==> src/rtl/axis_video_pkg.sv <==
`default_nettype none
// ============================================================================
//  Module      : axis_video_pkg
//  Description : Shared types and constants for the AXI4-Stream video framer:
//                frame-tracking FSM state type, output tlast placement modes
//                and a counter-width helper.
//  Revision    : 1.0 - initial release
// ============================================================================
package axis_video_pkg;

    // Frame tracking state: waiting for a start-of-frame beat, or inside a frame.
    typedef enum logic [0:0] {
        WAIT_SOF = 1'b0,
        IN_FRAME = 1'b1
    } frame_state_t;

    // Output tlast placement.
    localparam int TLAST_EOF = 0;   // last pixel of the frame
    localparam int TLAST_EOL = 1;   // last pixel of every line

    // Width of a counter holding 0..n-1; at least one bit so n=1 still yields
    // a legal vector.
    function automatic int cnt_width(input int n);
        return (n > 1) ? $clog2(n) : 1;
    endfunction

endpackage
`default_nettype wire

==> src/rtl/axis_skid_buffer.sv <==
`default_nettype none
// ============================================================================
//  Module      : axis_skid_buffer
//  Description : Two-entry ready/valid skid buffer. The output register feeds
//                m_* directly; a second (skid) entry absorbs the beat that
//                arrives in the cycle the output stalls. s_ready is a pure
//                register, high iff the skid entry is empty.
//  Ports       : clk, rst_n            clock, async active-low reset
//                s_payload/s_valid     upstream beat
//                s_ready               registered upstream ready
//                m_payload/m_valid     downstream beat (registered)
//                m_ready               downstream ready
//  Revision    : 1.0 - initial release
// ============================================================================
module axis_skid_buffer #(
    parameter int PAYLOAD_WIDTH = 26
) (
    input  logic                     clk,
    input  logic                     rst_n,
    input  logic [PAYLOAD_WIDTH-1:0] s_payload,
    input  logic                     s_valid,
    output logic                     s_ready,
    output logic [PAYLOAD_WIDTH-1:0] m_payload,
    output logic                     m_valid,
    input  logic                     m_ready
);

    logic [PAYLOAD_WIDTH-1:0] r_main;
    logic [PAYLOAD_WIDTH-1:0] r_skid;
    logic                     r_main_valid;
    logic                     r_skid_valid;
    logic                     r_s_ready;

    logic w_s_fire;
    logic w_main_free;

    assign w_s_fire    = s_valid && r_s_ready;
    // Output register can take a new beat: empty, or draining this cycle.
    assign w_main_free = !r_main_valid || m_ready;

    always_ff @(posedge clk or negedge rst_n) begin
        if (!rst_n) begin
            r_main       <= '0;
            r_skid       <= '0;
            r_main_valid <= 1'b0;
            r_skid_valid <= 1'b0;
            r_s_ready    <= 1'b0;
        end else begin
            if (w_main_free) begin
                if (r_skid_valid) begin
                    // Older beat in the skid entry goes first; upstream was
                    // held off this cycle so no new beat can arrive.
                    r_main       <= r_skid;
                    r_main_valid <= 1'b1;
                    r_skid_valid <= 1'b0;
                end else if (w_s_fire) begin
                    r_main       <= s_payload;
                    r_main_valid <= 1'b1;
                end else begin
                    r_main_valid <= 1'b0;
                end
                r_s_ready <= 1'b1;
            end else begin
                if (w_s_fire) begin
                    r_skid       <= s_payload;
                    r_skid_valid <= 1'b1;
                    r_s_ready    <= 1'b0;
                end else begin
                    r_s_ready    <= !r_skid_valid;
                end
            end
        end
    end

    assign s_ready   = r_s_ready;
    assign m_payload = r_main;
    assign m_valid   = r_main_valid;

endmodule
`default_nettype wire

==> src/rtl/axis_video_framer.sv <==
`default_nettype none
// ============================================================================
//  Module      : axis_video_framer
//  Description : AXI4-Stream video framer. Tracks pixel position inside a
//                WIDTH x HEIGHT frame, drops beats seen before start-of-frame,
//                resynchronises on early SOF, regenerates tuser/tlast on the
//                output and reports frame completion and framing errors.
//  Ports       : clk, rst_n                       clock, async active-low reset
//                s_axis_tdata/tvalid/tready/tuser/tlast   video input
//                m_axis_tdata/tvalid/tready/tuser/tlast   video output
//                frame_done                        pulse, frame completed
//                frame_count[15:0]                 completed frames (wraps)
//                err_sof_missing/err_sof_early/err_tlast   error pulses
//  Revision    : 1.0 - initial release
// ============================================================================
module axis_video_framer
    import axis_video_pkg::*;
#(
    parameter int WIDTH      = 2,
    parameter int HEIGHT     = 2,
    parameter int DATA_WIDTH = 24,
    parameter int TLAST_MODE = 0
) (
    input  logic                  clk,
    input  logic                  rst_n,
    input  logic [DATA_WIDTH-1:0] s_axis_tdata,
    input  logic                  s_axis_tvalid,
    output logic                  s_axis_tready,
    input  logic                  s_axis_tuser,
    input  logic                  s_axis_tlast,
    output logic [DATA_WIDTH-1:0] m_axis_tdata,
    output logic                  m_axis_tvalid,
    input  logic                  m_axis_tready,
    output logic                  m_axis_tuser,
    output logic                  m_axis_tlast,
    output logic                  frame_done,
    output logic [15:0]           frame_count,
    output logic                  err_sof_missing,
    output logic                  err_sof_early,
    output logic                  err_tlast
);

    localparam int CW = cnt_width(WIDTH);
    localparam int RW = cnt_width(HEIGHT);
    localparam int PW = DATA_WIDTH + 2;

    localparam logic [CW-1:0] c_col_last = CW'(WIDTH - 1);
    localparam logic [RW-1:0] c_row_last = RW'(HEIGHT - 1);

    frame_state_t  r_state;
    logic [CW-1:0] r_col;
    logic [RW-1:0] r_row;
    logic          r_frame_done;
    logic [15:0]   r_frame_count;
    logic          r_err_sof_missing;
    logic          r_err_sof_early;
    logic          r_err_tlast;

    logic          w_s_ready;
    logic          w_accept;
    logic          w_forward;
    logic          w_early;
    logic [CW-1:0] w_col;
    logic [RW-1:0] w_row;
    logic          w_eol;
    logic          w_pix_first;
    logic          w_pix_last;
    logic          w_tlast_gen;
    logic [PW-1:0] w_in_payload;
    logic [PW-1:0] w_out_payload;

    assign w_accept  = s_axis_tvalid && w_s_ready;
    // Outside a frame only an SOF beat is forwarded; inside, everything is.
    assign w_forward = (r_state == IN_FRAME) || s_axis_tuser;
    assign w_early   = (r_state == IN_FRAME) && s_axis_tuser &&
                       ((r_col != '0) || (r_row != '0));

    // Effective position of the current beat: any SOF re-anchors to (0,0).
    assign w_col       = s_axis_tuser ? '0 : r_col;
    assign w_row       = s_axis_tuser ? '0 : r_row;
    assign w_eol       = (w_col == c_col_last);
    assign w_pix_first = (w_col == '0) && (w_row == '0);
    assign w_pix_last  = w_eol && (w_row == c_row_last);

    generate
        if (TLAST_MODE == TLAST_EOL) begin : g_tlast_eol
            assign w_tlast_gen = w_eol;
        end else begin : g_tlast_eof
            assign w_tlast_gen = w_pix_last;
        end
    endgenerate

    assign w_in_payload = {w_pix_first, w_tlast_gen, s_axis_tdata};

    always_ff @(posedge clk or negedge rst_n) begin
        if (!rst_n) begin
            r_state           <= WAIT_SOF;
            r_col             <= '0;
            r_row             <= '0;
            r_frame_done      <= 1'b0;
            r_frame_count     <= 16'd0;
            r_err_sof_missing <= 1'b0;
            r_err_sof_early   <= 1'b0;
            r_err_tlast       <= 1'b0;
        end else begin
            r_frame_done      <= 1'b0;
            r_err_sof_missing <= 1'b0;
            r_err_sof_early   <= 1'b0;
            r_err_tlast       <= 1'b0;
            if (w_accept) begin
                if (!w_forward) begin
                    r_err_sof_missing <= 1'b1;
                end else begin
                    r_err_sof_early <= w_early;
                    r_err_tlast     <= (s_axis_tlast != w_pix_last);
                    if (w_pix_last) begin
                        r_frame_done  <= 1'b1;
                        r_frame_count <= r_frame_count + 16'd1;
                        r_state       <= WAIT_SOF;
                        r_col         <= '0;
                        r_row         <= '0;
                    end else begin
                        r_state <= IN_FRAME;
                        if (w_eol) begin
                            r_col <= '0;
                            r_row <= w_row + 1'b1;
                        end else begin
                            r_col <= w_col + 1'b1;
                            r_row <= w_row;
                        end
                    end
                end
            end
        end
    end

    axis_skid_buffer #(
        .PAYLOAD_WIDTH (PW)
    ) u_skid (
        .clk       (clk),
        .rst_n     (rst_n),
        .s_payload (w_in_payload),
        .s_valid   (w_accept && w_forward),
        .s_ready   (w_s_ready),
        .m_payload (w_out_payload),
        .m_valid   (m_axis_tvalid),
        .m_ready   (m_axis_tready)
    );

    assign s_axis_tready   = w_s_ready;
    assign m_axis_tuser    = w_out_payload[PW-1];
    assign m_axis_tlast    = w_out_payload[PW-2];
    assign m_axis_tdata    = w_out_payload[DATA_WIDTH-1:0];
    assign frame_done      = r_frame_done;
    assign frame_count     = r_frame_count;
    assign err_sof_missing = r_err_sof_missing;
    assign err_sof_early   = r_err_sof_early;
    assign err_tlast       = r_err_tlast;

endmodule
`default_nettype wire

==> config.mk <==
export PLATFORM = sky130hd
export DESIGN_NAME = axis_video_framer
export DESIGN_NICKNAME = d
export VERILOG_FILES = /design/src/rtl/axis_video_pkg.sv /design/src/rtl/axis_skid_buffer.sv /design/src/rtl/axis_video_framer.sv
export SDC_FILE = /design/constraint.sdc
export NUM_CORES = 1
export LEC_CHECK = 0
export ABC_AREA = 1
export CORE_MARGIN = 1.5
export CORE_UTILIZATION = 50
export CTS_CLUSTER_DIAMETER = 40
export DETAILED_ROUTE_END_ITERATION = 12
export PLACE_DENSITY = 0.75
export REMOVE_ABC_BUFFERS = 1
export SLEW_MARGIN = 20
export SYNTH_ARGS = -nofsm -noshare
export SYNTH_HDL_FRONTEND = slang
export SYNTH_SLANG_ARGS = --single-unit
export TNS_END_PERCENT = 30
==> constraint.sdc <==
create_clock -name clk -period 1.5 [get_ports clk]
set_input_delay 0.225 -clock clk [delete_from_list [all_inputs] [get_ports clk]]
set_output_delay 0.225 -clock clk [all_outputs]
set_load 0.03 [all_outputs]
# Word-level counts from Yosys, hierarchy flattened
# Index checks and enable logic that the tools add are counted.
# op_classes
n_mux	24
reduce_logical	18
add_sub_neg	3
bitwise	3
n_eq_ne	1
# ops
operator	n
2-to-1 mux 26 bit	2
2-to-1 mux 1 bit	22
adder 16 x 1 -> 16 bit (second input constant)	1
logical AND 1 bit	7
AND reduction 2 bit	3
nonzero test 2 bit	2
logical OR 1 bit	3
NOT 1 bit	3
AND reduction 3 bit	1
adder 1 bit (second input constant)	2
logical NOT 1 bit	2
!= test 1 bit	1
# word_totals
output_inout_bits	48
inputBits	30
reg_bits	78
elab_cells	62

# Depth between registers and ports, before layout
# Gate-level depths: netlist (run 1).
# logic_depth
depth_word	5
depth_mapped	8
ltp_nobuf	8

# Modules after synthesis
# Synthesis (run 1) repeated with hierarchy kept, for this count alone.
# hier_totals
cells_unflattened	455
hier_area_um2	3758.6
# by_module_without_submodules
module	instances	seq_area_each_um2	cells_each	area_per_inst_um2
axis_skid_buffer	1	1376.3	316	2551.2
axis_video_framer	1	575.6	139	1207.4

# Worst setup path before layout (run 1)
# No wires, ideal clock.
# synth_path
path_kind	reg-to-reg
from	register u_skid.r_s_ready, in the netlist u_skid.s_ready
to	register u_skid.r_main[10], in the netlist u_skid.m_payload[10]
synth_period_minus_slack_ns	1.504
arrival_ns	1.386
setup_slack_ns	-0.004
path_buffers	1
setup_ns	0.118
required_time_ns	1.382
stages_incl_launch_ff	9
cell_sequence	dfrtp_1 nand2_1 inv_1 nand2_2 a21oi_4 inv_2 buf_6 nand2_1 nand2_1
# synth_via
elab_chain_len	5
# synth_rtl
element	line_no	rtl
from (decl)	axis_skid_buffer.sv:32	logic r_s_ready;
from (signal assigned)	axis_skid_buffer.sv:69	r_s_ready <= !r_skid_valid;
logical AND 1 bit	axis_video_framer.sv:72	assign w_accept = s_axis_tvalid && w_s_ready;
logical AND 1 bit	axis_video_framer.sv:143	.s_valid (w_accept && w_forward),
logical AND 1 bit (*)	axis_skid_buffer.sv:37	assign w_s_fire = s_valid && r_s_ready;
nonzero test 2 bit (no line) (*)	-	
AND reduction 2 bit (no line) (*)	-	
to (signal assigned)	axis_skid_buffer.sv:53	r_main <= r_skid;
to (signal assigned)	axis_skid_buffer.sv:57	r_main <= s_payload;
to (decl)	axis_skid_buffer.sv:28	logic [PAYLOAD_WIDTH-1:0] r_main;
# Mark *: on every way between the ends. The rest lies on a longest branch, timed or not.
# A chain may end at the register's enable or synchronous reset.

# Worst setup path in the final report (run 1)
# layout_path
from	register r_frame_count[4], in the netlist frame_count[4]
to	output port frame_count[4]
# layout_lines
element	line_no	rtl
from (decl)	axis_video_framer.sv:54	logic [15:0] r_frame_count;
from (signal assigned)	axis_video_framer.sv:118	r_frame_count <= r_frame_count + 16'd1;
to (decl)	axis_video_framer.sv:37	output logic [15:0] frame_count,
# No word-level cell between the ends.

==> metrics, run 1 <==
ratio of final minimum period to clock period=between 90% and 100%; cell area reported after detailed placement=roughly 4600 um^2; Synth Area in Compound Gates=under 10%; proportion of synthesized area in mux cells=0%; total power of the final layout=7.04 mW; sum of negative setup slack=0 ps; cell taking the most area after synthesis=sky130_fd_sc_hd__dfrtp_1; cell-by-cell trace of the critical path=clkdlybuf4s15_1; Netlist Area Pre-Place=between 3000 and 4000 um^2; worst-path cell with the longest stage delay=sky130_fd_sc_hd__dfrtp_1; number of distinct library cells after synthesis=22; design area=4730 um^2; worst hold slack=about 410 ps; maximum resistive drop on vdd=just over 0.6 mV; Data arrival, critical path=1210 ps; maximum buffer depth of the clock tree=2; Slew headroom=72.7%; routed via count divided by cell count=4.81; global-route wire length before repair=12700 um; total count of max-transition violations in the final report=0; Achievable Freq=697 MHz; Multi-input gate area=1330 um^2; via count of the first global-routing pass=2811; dominant cells by area after synthesis=sky130_fd_sc_hd__dfrtp_1 (55%), sky130_fd_sc_hd__nand2_1 (19%), sky130_fd_sc_hd__o21ai_0 (7.9%); result of the run=complete, no violations; fin crit period=1430 ps; initial antenna violation count=0; post-layout util=69.2%; unrepaired setup endpoints after global routing=no; horizontal die dimension=87.1 um; area fraction of the dominant cell type after synthesis=55.1%; average wire per standard cell=around 12 um; number of violations reported at the end of detailed-routing iteration 0=216; clock tree from TritonCTS=done; kind of critical path=reg2out; clock latency reported for the late side of the worst-skew pair=350 ps; Worst Setup Slack post-DPL=-330 ps; non-filler instance count after layout=636; number of nets in the layout=568; post-synthesis register bit count=78; maxcap violations=0; largest clock skew in the final design=11.9 ps; Clock transition at path regs=90 ps; Hold Violations, Final=0; FP Rows=30; die area=7590 um^2; synthesis-to-layout area growth=33.5%; Worst Max-Slew Pin Slew=409 ps; Root Buffer Master=sky130_fd_sc_hd__clkbuf_8; proportion of layout cells with a drive suffix above 1=about 10%; sequential standard cell area=around 2000 um^2; final HPWL from detailed placement=5220 um; path class of the lowest-slack min-delay path=in2async; power per cell area=roughly 1500 nW/um^2; Worst Path Required=roughly 1300 ps; adder and majority cell fraction of the synthesized area=1.06%; largest net degree at the start of global routing=79; Synth Instances=approximately 440; Core Region=6830 um^2; Leakage=2.48 nW; average cell area after synthesis=8.08 um^2; Post-route DRC=0; placed insts=618; peak fanout along the critical path=6; total inserted antenna cells=0; WL final=around 7500 um; largest family of logic cells by synthesized area=simple AND/OR/NAND/NOR gates; family of cells with the greatest summed delay on the critical path=flip-flops; Overall Global Routing Usage=between 20% and 30%; clock sink count=78; starting utilization of the core area=51.8%; worst-case register-to-register setup slack=110 ps; biggest cell delay along the critical path=450 ps; number of warnings issued by yosys=0; Buf+Inv Stages, Crit Path=1; least setup slack across all paths after layout=66.2 ps; number of search-and-repair iterations in the first detailed-routing pass=4; # H-tree levels=3; synthesized-area fraction occupied by and/or/nand/nor cells=25.9%; height of the chip=just under 90 um; num ports=78; sequential area share after synthesis=between 50% and 60%; # setup viols final=0; Port Buffer Count=77; post-synthesis xor/xnor area fraction=1.48%; Num CTS Buffers=9; kind of end point of the critical path=output pin; number of fill cells=roughly 590; global route overflow=0; Final GP Congestion=0.884; total vias in the final route=3061; CP Launch Type=flop; number of nets with antenna violations after detailed routing=0
-- metal layers --
metal | global-route usage [%] | vias to the layer above | wire length, um | share of wire (%)
met5 | 0 | - | 0 | 0
met4 | 8.80 | 0 | 122 | 1.6
met3 | 3.98 | 11 | 340 | 4.5
met2 | 35.7 | 77 | 3680 | 49
met1 | 27.8 | 1427 | 3400 | 45
li1 | - | 1546 | - | -
-- registers in the layout, summed over array words and instances, names as in the netlist --
name / count
frame_count: 16
u_skid.m_payload: 26
frame_done: 1
u_skid.s_ready: 1
err_sof_missing: 1
err_sof_early: 1
r_state: 1
r_col: 1
u_skid.r_skid: 26
u_skid.r_skid_valid: 1
r_row: 1
err_tlast: 1
u_skid.m_valid: 1
-- repair_timing --
| item | 4_1_cts | 5_1_grt |
|---|---|---|
| resized for setup | 49 | 10 |
| hold buffers | 1 | 0 |
| setup buffers | 0 | 1 |
| pin swaps | 0 | 1 |
| hold endpoints to repair | 78 | 0 |
| setup endpoints to repair | 49 | 9 |
| cloned | 0 | 0 |
-- path summary, 6_finish.rpt --
kind                                   endpoint                 start  depth (start not counted)
setup / recovery                 frame_count[4]        frame_count[4]                          1
hold / removal              u_skid.m_payload[9]                 rst_n                          3
setup reg to reg                frame_count[12]        frame_count[0]                          8
hold reg to reg            u_skid.m_payload[17]  u_skid.m_payload[17]                          2
max in group asynchronous  u_skid.m_payload[11]                 rst_n                          3
min in group clk              u_skid.r_skid[13]      s_axis_tdata[13]                          3
-- Yosys cell counts --
cell,count
sky130_fd_sc_hd__a211oi_1,1
sky130_fd_sc_hd__a21oi_1,1
sky130_fd_sc_hd__a21oi_4,1
sky130_fd_sc_hd__and2_1,1
sky130_fd_sc_hd__buf_2,6
sky130_fd_sc_hd__buf_6,2
sky130_fd_sc_hd__clkbuf_1,7
sky130_fd_sc_hd__dfrtp_1,78
sky130_fd_sc_hd__ha_1,3
sky130_fd_sc_hd__inv_1,48
sky130_fd_sc_hd__inv_2,3
sky130_fd_sc_hd__nand2_1,183
sky130_fd_sc_hd__nand2_2,2
sky130_fd_sc_hd__nand3_1,10
sky130_fd_sc_hd__nand3b_1,2
sky130_fd_sc_hd__nand4_1,7
sky130_fd_sc_hd__nor2_1,17
sky130_fd_sc_hd__nor2_2,1
sky130_fd_sc_hd__nor2_4,3
sky130_fd_sc_hd__o21ai_0,56
sky130_fd_sc_hd__xnor2_1,2
sky130_fd_sc_hd__xor2_1,4
-- cell type report --
cell class	instances	area share, %
clock buffers	10	2.91
clock inverters	6	1.51
inverters	51	4.05
multi-input cells	294	28.2
flip-flops and latches	78	41.3
well taps	96	2.54
repair buffers	101	19.5
-- power by group --
part / switching, mW / internal [mW]
Clock: 0.793 / 0.822
Combinational: 1.51 / 0.822
Sequential: 0.348 / 2.74
Total: 2.65 / 4.39
-- layout by cell type, fill, tap and decap left out, types with 2 or more instances in the layout --
master / instances
sky130_fd_sc_hd__nor2_4: 3
sky130_fd_sc_hd__nand4_1: 7
sky130_fd_sc_hd__nand3_1: 10
sky130_fd_sc_hd__clkbuf_8: 10
sky130_fd_sc_hd__nor2_1: 14
sky130_fd_sc_hd__inv_1: 48
sky130_fd_sc_hd__xnor2_1: 2
sky130_fd_sc_hd__nand3b_1: 2
sky130_fd_sc_hd__buf_12: 3
sky130_fd_sc_hd__clkdlybuf4s50_1: 28
sky130_fd_sc_hd__nor2_2: 4
sky130_fd_sc_hd__clkinvlp_4: 2
sky130_fd_sc_hd__o21ai_0: 55
sky130_fd_sc_hd__buf_4: 21
sky130_fd_sc_hd__dlygate4sd2_1: 45
sky130_fd_sc_hd__xor2_1: 4
sky130_fd_sc_hd__inv_2: 3
sky130_fd_sc_hd__ha_1: 2
sky130_fd_sc_hd__clkinv_4: 3
sky130_fd_sc_hd__nand2_1: 183
sky130_fd_sc_hd__dfrtp_1: 78
sky130_fd_sc_hd__clkbuf_2: 2
-- logic make-up (layout without fill, tap and decap cells) --
kind of cell / after synthesis / in the layout
adder cells (fa/ha/maj): 3 / 3
AND/OR/NAND/NOR: 226 / 226
buffers and inverters: 66 / 168
XOR/XNOR: 6 / 6
AO/OA/AOI/OAI: 59 / 59
flip-flops: 78 / 78
No activity file was read; power rests on OpenSTA's default activity.
==> inputs of run 2 (changes only) <==
--- a/config.mk
+++ b/config.mk
@@ -8,7 +8,7 @@
 export ABC_AREA = 1
 export CORE_MARGIN = 1.5
 export CORE_UTILIZATION = 50
-export CTS_CLUSTER_DIAMETER = 40
+export CTS_CLUSTER_DIAMETER = 50
 export DETAILED_ROUTE_END_ITERATION = 12
 export PLACE_DENSITY = 0.75
 export REMOVE_ABC_BUFFERS = 1
==> results of run 2 <==
No change in the layout: final DEF, timing and power equal those of run 1.
==> inputs of run 3 (changes only) <==
--- a/config.mk
+++ b/config.mk
@@ -11,7 +11,6 @@
 export CTS_CLUSTER_DIAMETER = 50
 export DETAILED_ROUTE_END_ITERATION = 12
 export PLACE_DENSITY = 0.75
-export REMOVE_ABC_BUFFERS = 1
 export SLEW_MARGIN = 20
 export SYNTH_ARGS = -nofsm -noshare
 export SYNTH_HDL_FRONTEND = slang
==> metrics, run 3 (synthesis gave the netlist of run 1 again) <==
final HPWL from detailed placement=5380 um (+3.2%); cell-by-cell trace of the critical path=dlygate4sd2_1; via count of the first global-routing pass=2789 (-0.78%); Slew headroom=70.9% (-1.8 points); horizontal die dimension=87.1 um (unchanged); number of violations reported at the end of detailed-routing iteration 0=185 (-14%); maximum resistive drop on vdd=0.697 mV (+15%); family of cells with the greatest summed delay on the critical path=flip-flops; Critical R2R Capture=frame_count[9]; worst hold slack=275 ps (-136 ps); path class of the lowest-slack min-delay path=in2reg; # setup viols final=0 (unchanged); clock tree from TritonCTS=done; net count after synthesis=471; post-layout util=69.7% (+0.55 points); # H-tree levels=3 (unchanged); net switching component of the power=2.58 mW (-2.5%); Leakage=2.52 nW (+1.4%); power per cell area=1520 nW/um^2 (+1.9%); Achievable Freq=691 MHz (-0.88%); sequential cell fraction of total power=42.9% (-1.0 points); height of the chip=87.1 um (unchanged); least setup slack across all paths after layout=53.4 ps (-12.8 ps); kind of critical path=reg2out; crit path launch=frame_count[7]; Worst setup endpoint=frame_count[7]; commonest non-fill, non-tap cells in the layout=sky130_fd_sc_hd__nand2_1 (183), sky130_fd_sc_hd__dfrtp_1 (77), sky130_fd_sc_hd__o21ai_0 (56); total count of max-transition violations in the final report=0 (unchanged); total inserted antenna cells=0 (unchanged); largest net degree at the start of global routing=53 (-33%); initial antenna violation count=0 (unchanged); Final GP Congestion=0.835 (-5.5%); sum of routed wire segments on met1=3560 um (+4.7%); global-route wire length before repair=12800 um (+0.87%); total vias in the final route=3028 (-1.1%); Num CTS Buffers=9 (unchanged); stages on the worst setup path=1 (unchanged); Clock transition at path regs=80 ps (about the same); uppermost metal layer occupied by signal nets=met4; Core Region=6830 um^2 (unchanged); Post-route DRC=0 (unchanged); clock sink count=78 (unchanged); Port Buffer Count=77 (unchanged); Worst Max-Slew Pin Slew=436 ps (+26.4 ps); design area=4760 um^2 (+0.79%); routed via count divided by cell count=4.77 (-0.92%); clock latency reported for the late side of the worst-skew pair=340 ps (about the same); biggest cell delay along the critical path=450 ps (about the same); number of nets in the layout=567 (-0.18%); Buf+Inv Stages, Crit Path=1 (unchanged); Hold Violations, Final=0 (unchanged); starting utilization of the core area=51.8% (unchanged); fin crit period=1450 ps (+12.8 ps); commonest non-fill, non-tap cell in the layout=sky130_fd_sc_hd__nand2_1; Root Buffer Master=sky130_fd_sc_hd__clkbuf_8; worst-path cell with the longest stage delay=sky130_fd_sc_hd__dfrtp_1; average wire per standard cell=12.0 um (+0.95%); maximum buffer depth of the clock tree=2 (unchanged); Overall Global Routing Usage=21.7% (+0.20 points); Worst Path Required=1270 ps (about the same); r2r startpoint=r_col; FP Rows=30 (unchanged); global route overflow=0 (unchanged); Clk pwr share=24.8% (+1.9 points); number of fill cells=607 (+2.5%); CP Launch Type=flop; sequential standard cell area=1950 um^2 (about the same); total power of the final layout=7.23 mW (+2.7%); ratio of final minimum period to clock period=96.4% (+0.85 points); detailed-routed wire length on met3=378 um (+11%); worst-case register-to-register setup slack=70 ps (-40 ps); Internal Pwr Total=4.64 mW (+5.9%); result of the run=complete, no violations; Multi-input gate area=1340 um^2 (+0.56%); maxcap violations=0 (unchanged); Net Sw Frac=35.7% (-1.9 points); power share of the combinational group=32.3% (-0.8 points); die area=7590 um^2 (unchanged); cell area reported after detailed placement=4550 um^2 (-0.14%); largest clock skew in the final design=9.83 ps (-2.07 ps); peak fanout along the critical path=6 (unchanged); kind of end point of the critical path=output pin; synthesis-to-layout area growth=34.6%; sum of met2 wire segment lengths after detailed routing=3610 um (-2.1%); WL final=7610 um (+0.79%); num ports=78 (unchanged); number of nets with antenna violations after detailed routing=0 (unchanged); startpoint of the worst hold path=s_axis_tuser; Data arrival, critical path=1220 ps (about the same); number of search-and-repair iterations in the first detailed-routing pass=4 (unchanged); proportion of layout cells with a drive suffix above 1=9.65% (-0.72 points); Worst Setup Slack post-DPL=-358 ps (-27.6 ps); Register-to-Register Path Depth=7 (-1)
## run 3: cell types whose count changed in the layout (fill, tap and decap cells not counted), moves of 2 or more
cell	previous run	this run
sky130_fd_sc_hd__clkinv_4	3	0
sky130_fd_sc_hd__clkbuf_2	2	0
sky130_fd_sc_hd__dlygate4sd2_1	45	48
sky130_fd_sc_hd__clkbuf_8	10	12
sky130_fd_sc_hd__clkinvlp_4	2	0
## run 3: how the worst min path moves through the flow
stage	endpoint	slack, ps	depth (start not counted)
after global placement	u_skid.m_payload[3]	200	1
after global routing	err_sof_early	280	3
final	err_sof_early	280	3
after CTS	u_skid.m_payload[3]	390	2
after detailed placement	u_skid.m_payload[3]	200	1
after floorplan	err_sof_early	-70	0
## run 3: power by group through the flow
| stage | combinational (mW) | clock [mW] | sequential [mW] |
|---|---|---|---|
| after CTS | 2.34 | 1.83 | 3.10 |
| after global routing | 2.61 | 1.93 | 3.18 |
| after detailed placement | 2.56 | 0 | 3.14 |
| after global placement | 2.51 | 0 | 3.11 |
| after floorplan | 0.855 | 0 | 3.74 |
| final | 2.33 | 1.80 | 3.10 |
## run 3: per-stage QoR
| stage | TNS (ps) | std cells |
|---|---|---|
| 3_5_place_dp | -14330 | 617 |
| 6_report | 0 | 635 |
| 4_1_cts | 0 | 634 |
| 2_1_floorplan | 0 | 438 |
| 3_3_place_gp | -9260 | 617 |
| 5_1_grt | -7.17 | 635 |
## run 3: area by class of cell
cell class,count,share of cell area (%)
timing repair buffer,100,19.4
inverter,51,4.07
multi-input combinational,294,28.1
clock inverter,3,1.37
tap,96,2.52
sequential,78,41.0
clock buffer,13,3.55
## run 3: per-layer routing
| metal | track usage (%) | vias to the layer above |
|---|---|---|
| met5 | 0 | - |
| met4 | 6.49 | 0 |
| met3 | 4.83 | 6 |
| met2 | 35.4 | 74 |
| met1 | 29.2 | 1403 |
| li1 | - | 1545 |
## run 3: what timing repair did
item | CTS | global route
resized for setup | 48 | 7
setup endpoints to repair | 48 | 6
pin swaps | 0 | 2
hold endpoints to repair | 32 | 0
buffers inserted | 0 | 1
hold buffers | 1 | 0
==> edit 1, RTL diff (config.mk and constraints of run 1) <==
Reset style: synchronous (`rst_n`), changed in 2 clocked blocks. Comments in the files are not updated.
--- a/src/rtl/axis_skid_buffer.sv
+++ b/src/rtl/axis_skid_buffer.sv
@@ -38,7 +38,7 @@
     // Output register can take a new beat: empty, or draining this cycle.
     assign w_main_free = !r_main_valid || m_ready;
 
-    always_ff @(posedge clk or negedge rst_n) begin
+    always_ff @(posedge clk) begin
         if (!rst_n) begin
             r_main       <= '0;
             r_skid       <= '0;
--- a/src/rtl/axis_video_framer.sv
+++ b/src/rtl/axis_video_framer.sv
@@ -92,7 +92,7 @@
 
     assign w_in_payload = {w_pix_first, w_tlast_gen, s_axis_tdata};
 
-    always_ff @(posedge clk or negedge rst_n) begin
+    always_ff @(posedge clk) begin
         if (!rst_n) begin
             r_state           <= WAIT_SOF;
             r_col             <= '0;
Behaviour: differs if rst_n is asserted again (counterexample within 4 cycles, from zero or initial values and one cycle with rst_n low); with rst_n held inactive, the same outputs for 4 cycles.
==> edit 1 against run 1 <==
- the flow now finishes with violations (setup timing)
- area after synthesis fell by 1.9%
- wire length rose by 7.9%
- worst setup slack got worse by 0.070 ns
- sequential cell count did not move
- hold slack got worse by 0.14 ns
- final area fell by 1.9%
- first-iteration DRC count fell by 25%
Power is not compared: it rests on default switching activity, and its combinational part moved more than twofold at a synthesized area within 25%.
==> edit 1: results (changes against run 1) <==
max incr delay on CP=0.34 ns (was 0.45 ns); async set-reset flop share out of synthesis=0% (was 100%); TritonCTS Buffers=9 (unchanged); largest cells by area after synthesis=dfxtp_1 (45%), o21ai_0 (11%), nor2_1 (11%) (was dfrtp_1 (55%), nand2_1 (19%), o21ai_0 (7.9%)); Synth Flop Type=dfxtp_1 (was dfrtp_1); class of the worst hold path=primary input to flip-flop (was primary input to asynchronous set/reset pin); Max-Slew Margin vs Limit=73.6% (was 72.7%); CP max stage cell=dfxtp_2 (was dfrtp_1); First DRT Iteration DRCs=162 (was 216); arrival time at the worst endpoint=1.75 ns (was 1.21 ns); DRT Pass-1 Iters=4 (unchanged); final setup margin=-0.00424 ns (was 0.0662 ns); DR WL met3=371 µm (was 340 µm); Post-DP HPWL=5.77 mm (was 5.22 mm); R2R cell count=9 (was 8); Placed Area=4470 µm² (was 4550 µm²); H-Tree Depth=3 (unchanged); WL met1=3.78 mm (was 3.40 mm); commonest cells in the netlist=nor2_1 (100), nand2_1 (81), dfxtp_1 (78), o21ai_0 (76), inv_1 (51) (was nand2_1 (183), dfrtp_1 (78), o21ai_0 (56), inv_1 (48), nor2_1 (17)); Synth Area in Compound Gates=15.5% (was 8.73%); # placed instances=651 (was 618); status=complete, but fails checks (was finished, final reports clean); wire per inst=12.2 µm (was 11.9 µm); Post-layout nets=617 (was 568); Fin Clk Skew=0.0149 ns (was 0.0119 ns); Cells after Synth=483 (was 438); vias in the first global route=3152 (was 2811); Max FO, Critical Path=4 (was 6); post_cts resized=51 (was 49); gp weighted congestion=0.898 (was 0.884); DR WL met2=3.94 mm (was 3.68 mm); failing checks=setup timing; Seq/Total Area, Yosys=45.0% (was 55.1%); first-pass GRT wire length=13.6 mm (was 12.7 mm); final-report setup violation count=1 (was 0); Post-Layout Cell Count=669 (was 636); xor/xnor cell area share of the yosys netlist=0.252% (was 1.48%); Via-to-Cell Ratio=5.02 (was 4.81); Adder-Cell Fraction of Synth Area=1.08% (was 1.06%); CP top delay family=simple AND/OR/NAND/NOR gates (was flip-flops); share of layout cells above drive strength 1=13.2% (was 10.4%); Setup TNS Final=-0.00424 ns (was 0 ns)
edit 1: cell types whose count changed in the layout (fill, tap and decap cells not counted), sizes merged, moves of 23 or more:
cell / delta
a21oi: +24
dfrtp: -78
dfxtp: +78
nand2: -101
nor2: +88
o21ai: +23
edit 1: worst paths after layout:
| check | start | end | slack (ns) |
|---|---|---|---|
| worst max-delay path | r_col | frame_count[8] | -0.004 |
| worst min-delay path | rst_n | u_skid.r_skid[1] | 0.27 |
| worst max register to register | r_col | frame_count[8] | -0.004 |
| worst min register to register | u_skid.m_payload[5] | u_skid.m_payload[5] | 0.49 |
edit 1: power breakdown:
| part | switching (mW) | internal (mW) |
|---|---|---|
| clock network | 0.788 | 0.596 |
| logic | 0.290 | 0.205 |
| registers | 0.0305 | 2.13 |
edit 1: cell families after synthesis:
group                      Yosys count
DFF                                 78
adders and majority gates            3
buffers and inverters               77
and+or+nand+nor                    218
xor gates and xnor gates             1
AOI/OAI and AO/OA                  106
edit 1: metal layers:
layer / GRT usage [%] / up-vias
met3: 4.86 / 5
met2: 38.4 / 85
met5: 0 / -
met4: 8.21 / 0
li1: - / 1732
met1: 29.1 / 1536
edit 1: final cells by class:
cell class	instances	area, µm²
Clock buffer	10	128
Clock inverter	6	36.3
Fill cell	597	2120
Inverter	55	211
Multi-Input combinational cell	328	1590
Sequential cell	78	1560
Tap cell	80	100
Timing Repair Buffer	112	1010
edit 1: stage by stage:
stage	total power, mW	hold WS [ns]	setup slack, ns
after floorplan	2.45	0.341	-0.239
final	4.04	0.267	-0.00424
after global placement	2.73	0.464	-0.423
after detailed placement	2.73	0.482	-0.472
after global routing	4.21	0.269	-0.111
after CTS	4.05	0.260	-0.0318
edit 1: worst min-delay path, delay by kind of cell:
family          cells  cell delay [ns]
compound gates      1             0.11
simple gates        1             0.04
buf+inv             1             0.20
==> edit 2, RTL diff (config.mk and constraints of run 1) <==
Made on the original files. The parameter `TLAST_MODE` goes from 0 to 1.
--- a/src/rtl/axis_video_framer.sv
+++ b/src/rtl/axis_video_framer.sv
@@ -19,7 +19,7 @@
     parameter int WIDTH      = 2,
     parameter int HEIGHT     = 2,
     parameter int DATA_WIDTH = 24,
-    parameter int TLAST_MODE = 0
+    parameter int TLAST_MODE = 1
 ) (
     input  logic                  clk,
     input  logic                  rst_n,
Check against the original RTL: not equivalent (a bounded check fails within 4 cycles, from zero or initial values and one cycle with rst_n low).
==> edit 2 against run 1 <==
- worst setup slack lost 0.0047 ns
- count of clock-buffer cells in the layout is 2 higher
- critical path depth did not move
- sequential share of layout area rose by 0.43 points
- power about the same
- maximum frequency down 0.33%
- final area down 1.0%
- clock skew shrank 0.0033 ns
- sequential cell count unchanged
- area after synthesis unchanged
- wire length decreased by 0.44%
- largest cell class unchanged
- largest power group unchanged
==> edit 2: results (changes against run 1) <==
Sw Pwr=2.62 mW (was 2.65 mW); met3 Resource Use GR=4.27% (was 3.98%); peak supply drop=1.11 mV (was 0.604 mV); reg2reg end=frame_count[9] (was frame_count[12]); CP top delay family=flip-flops (unchanged); Reg power frac=44.2% (was 43.9%); reg2reg start=r_row (was frame_count[0]); max incr delay on CP=0.47 ns (was 0.45 ns); total track usage=21.6% (was 21.5%); Hold Path Sink=err_sof_early; share of layout cells above drive strength 1=9.01% (was 10.4%); DR vias=3055 (was 3061); Placed Area=4490 µm² (was 4550 µm²); Post-layout nets=561 (was 568); CP max stage cell=dfrtp_1 (unchanged); gp weighted congestion=0.786 (was 0.884); # placed instances=611 (was 618); Clk Tree Root Cell=clkbuf_8 (unchanged); Post-Layout Cell Count=629 (was 636); first-pass GRT wire length=12.9 mm (was 12.7 mm); Yosys warnings=0 (unchanged); Leak=2.47 nW (was 2.48 nW); commonest cells in the netlist=nand2_1 (183), dfrtp_1 (78), o21ai_0 (56), inv_1 (48), nor2_1 (16) (was nand2_1 (183), dfrtp_1 (78), o21ai_0 (56), inv_1 (48), nor2_1 (17)); GRT met1 Usage=26.9% (was 27.8%); status=finished, final reports clean (unchanged); met2 GRT Util=36.6% (was 35.7%); wire per inst=11.9 µm (about the same); async set-reset flop share out of synthesis=100% (unchanged); Post-DP HPWL=5.02 mm (was 5.22 mm); R2R cell count=7 (was 8); class of the worst hold path=primary input to flip-flop (was primary input to asynchronous set/reset pin); Worst-Skew Late Latency=0.34 ns; Mean Syn Cell Area=8.10 µm² (was 8.08 µm²); Seq/Total Area, Yosys=55.1% (unchanged); pre-CTS setup slack=-0.326 ns (was -0.330 ns); largest cells by area after synthesis=dfrtp_1 (55%), nand2_1 (19%), o21ai_0 (7.9%) (unchanged); worst hold slack=0.296 ns (was 0.411 ns); largest net degree at the start of global routing=79 (unchanged); First DRT Iteration DRCs=116 (was 216); vias in the first global route=2938 (was 2811); Fin Clk Skew=0.00860 ns (was 0.0119 ns); Max-Slew Margin vs Limit=73.0% (was 72.7%)
[edit 2: cell count changes after synthesis]
cell      delta
buf_6        +2
nor2_2       +1
nand2_2      -1
buf_2        -6
nand3_1      +1
nor2_4       -1
inv_4        +1
nor2_1       -1
inv_2        -1
clkbuf_1     +4
[edit 2: final cells by class]
| type | count | area (µm²) |
|---|---|---|
| clock buffer | 12 | 155 |
| clock inverter | 4 | 45.0 |
| fill | 600 | 2150 |
| inverter | 51 | 194 |
| multi-input combinational | 293 | 1340 |
| sequential | 78 | 1950 |
| tap | 96 | 120 |
| timing repair buffer | 95 | 875 |
[edit 2: metal layers]
layer	wire length [µm]	vias to the layer above
met5	0	-
met4	99	0
met3	358	7
met2	3620	70
met1	3440	1444
li1	-	1534
[edit 2: timing repair]
item,in CTS,in global routing
gates resized for setup,48,11
pin swaps,0,5
hold buffers,1,0
hold endpoints to repair,78,0
setup buffers,0,1
setup endpoints to repair,48,14
[edit 2: kinds of logic (layout without fill, tap and decap cells)]
family / after synthesis / in the layout / share of synthesized area, %
compound gates: 59 / 59 / 8.73
xor+xnor: 6 / 6 / 1.48
fa+ha+maj: 3 / 3 / 1.06
buf+inv: 66 / 162 / 7.92
flops: 78 / 78 / 55.1
simple gates: 225 / 225 / 25.7
[edit 2: how the worst max path moves through the flow]
stage / from / endpoint / slack [ns] / cells after the start
after floorplan: u_skid.r_skid_valid / u_skid.m_payload[0] / -0.60 / 5
after global placement: s_axis_tuser / frame_count[12] / -0.26 / 8
after detailed placement: s_axis_tuser / frame_count[12] / -0.33 / 8
after CTS: r_row / frame_count[12] / 0.02 / 8
after global routing: u_skid.s_ready / u_skid.m_payload[13] / -0.01 / 7
final: frame_count[5] / frame_count[5] / 0.06 / 1
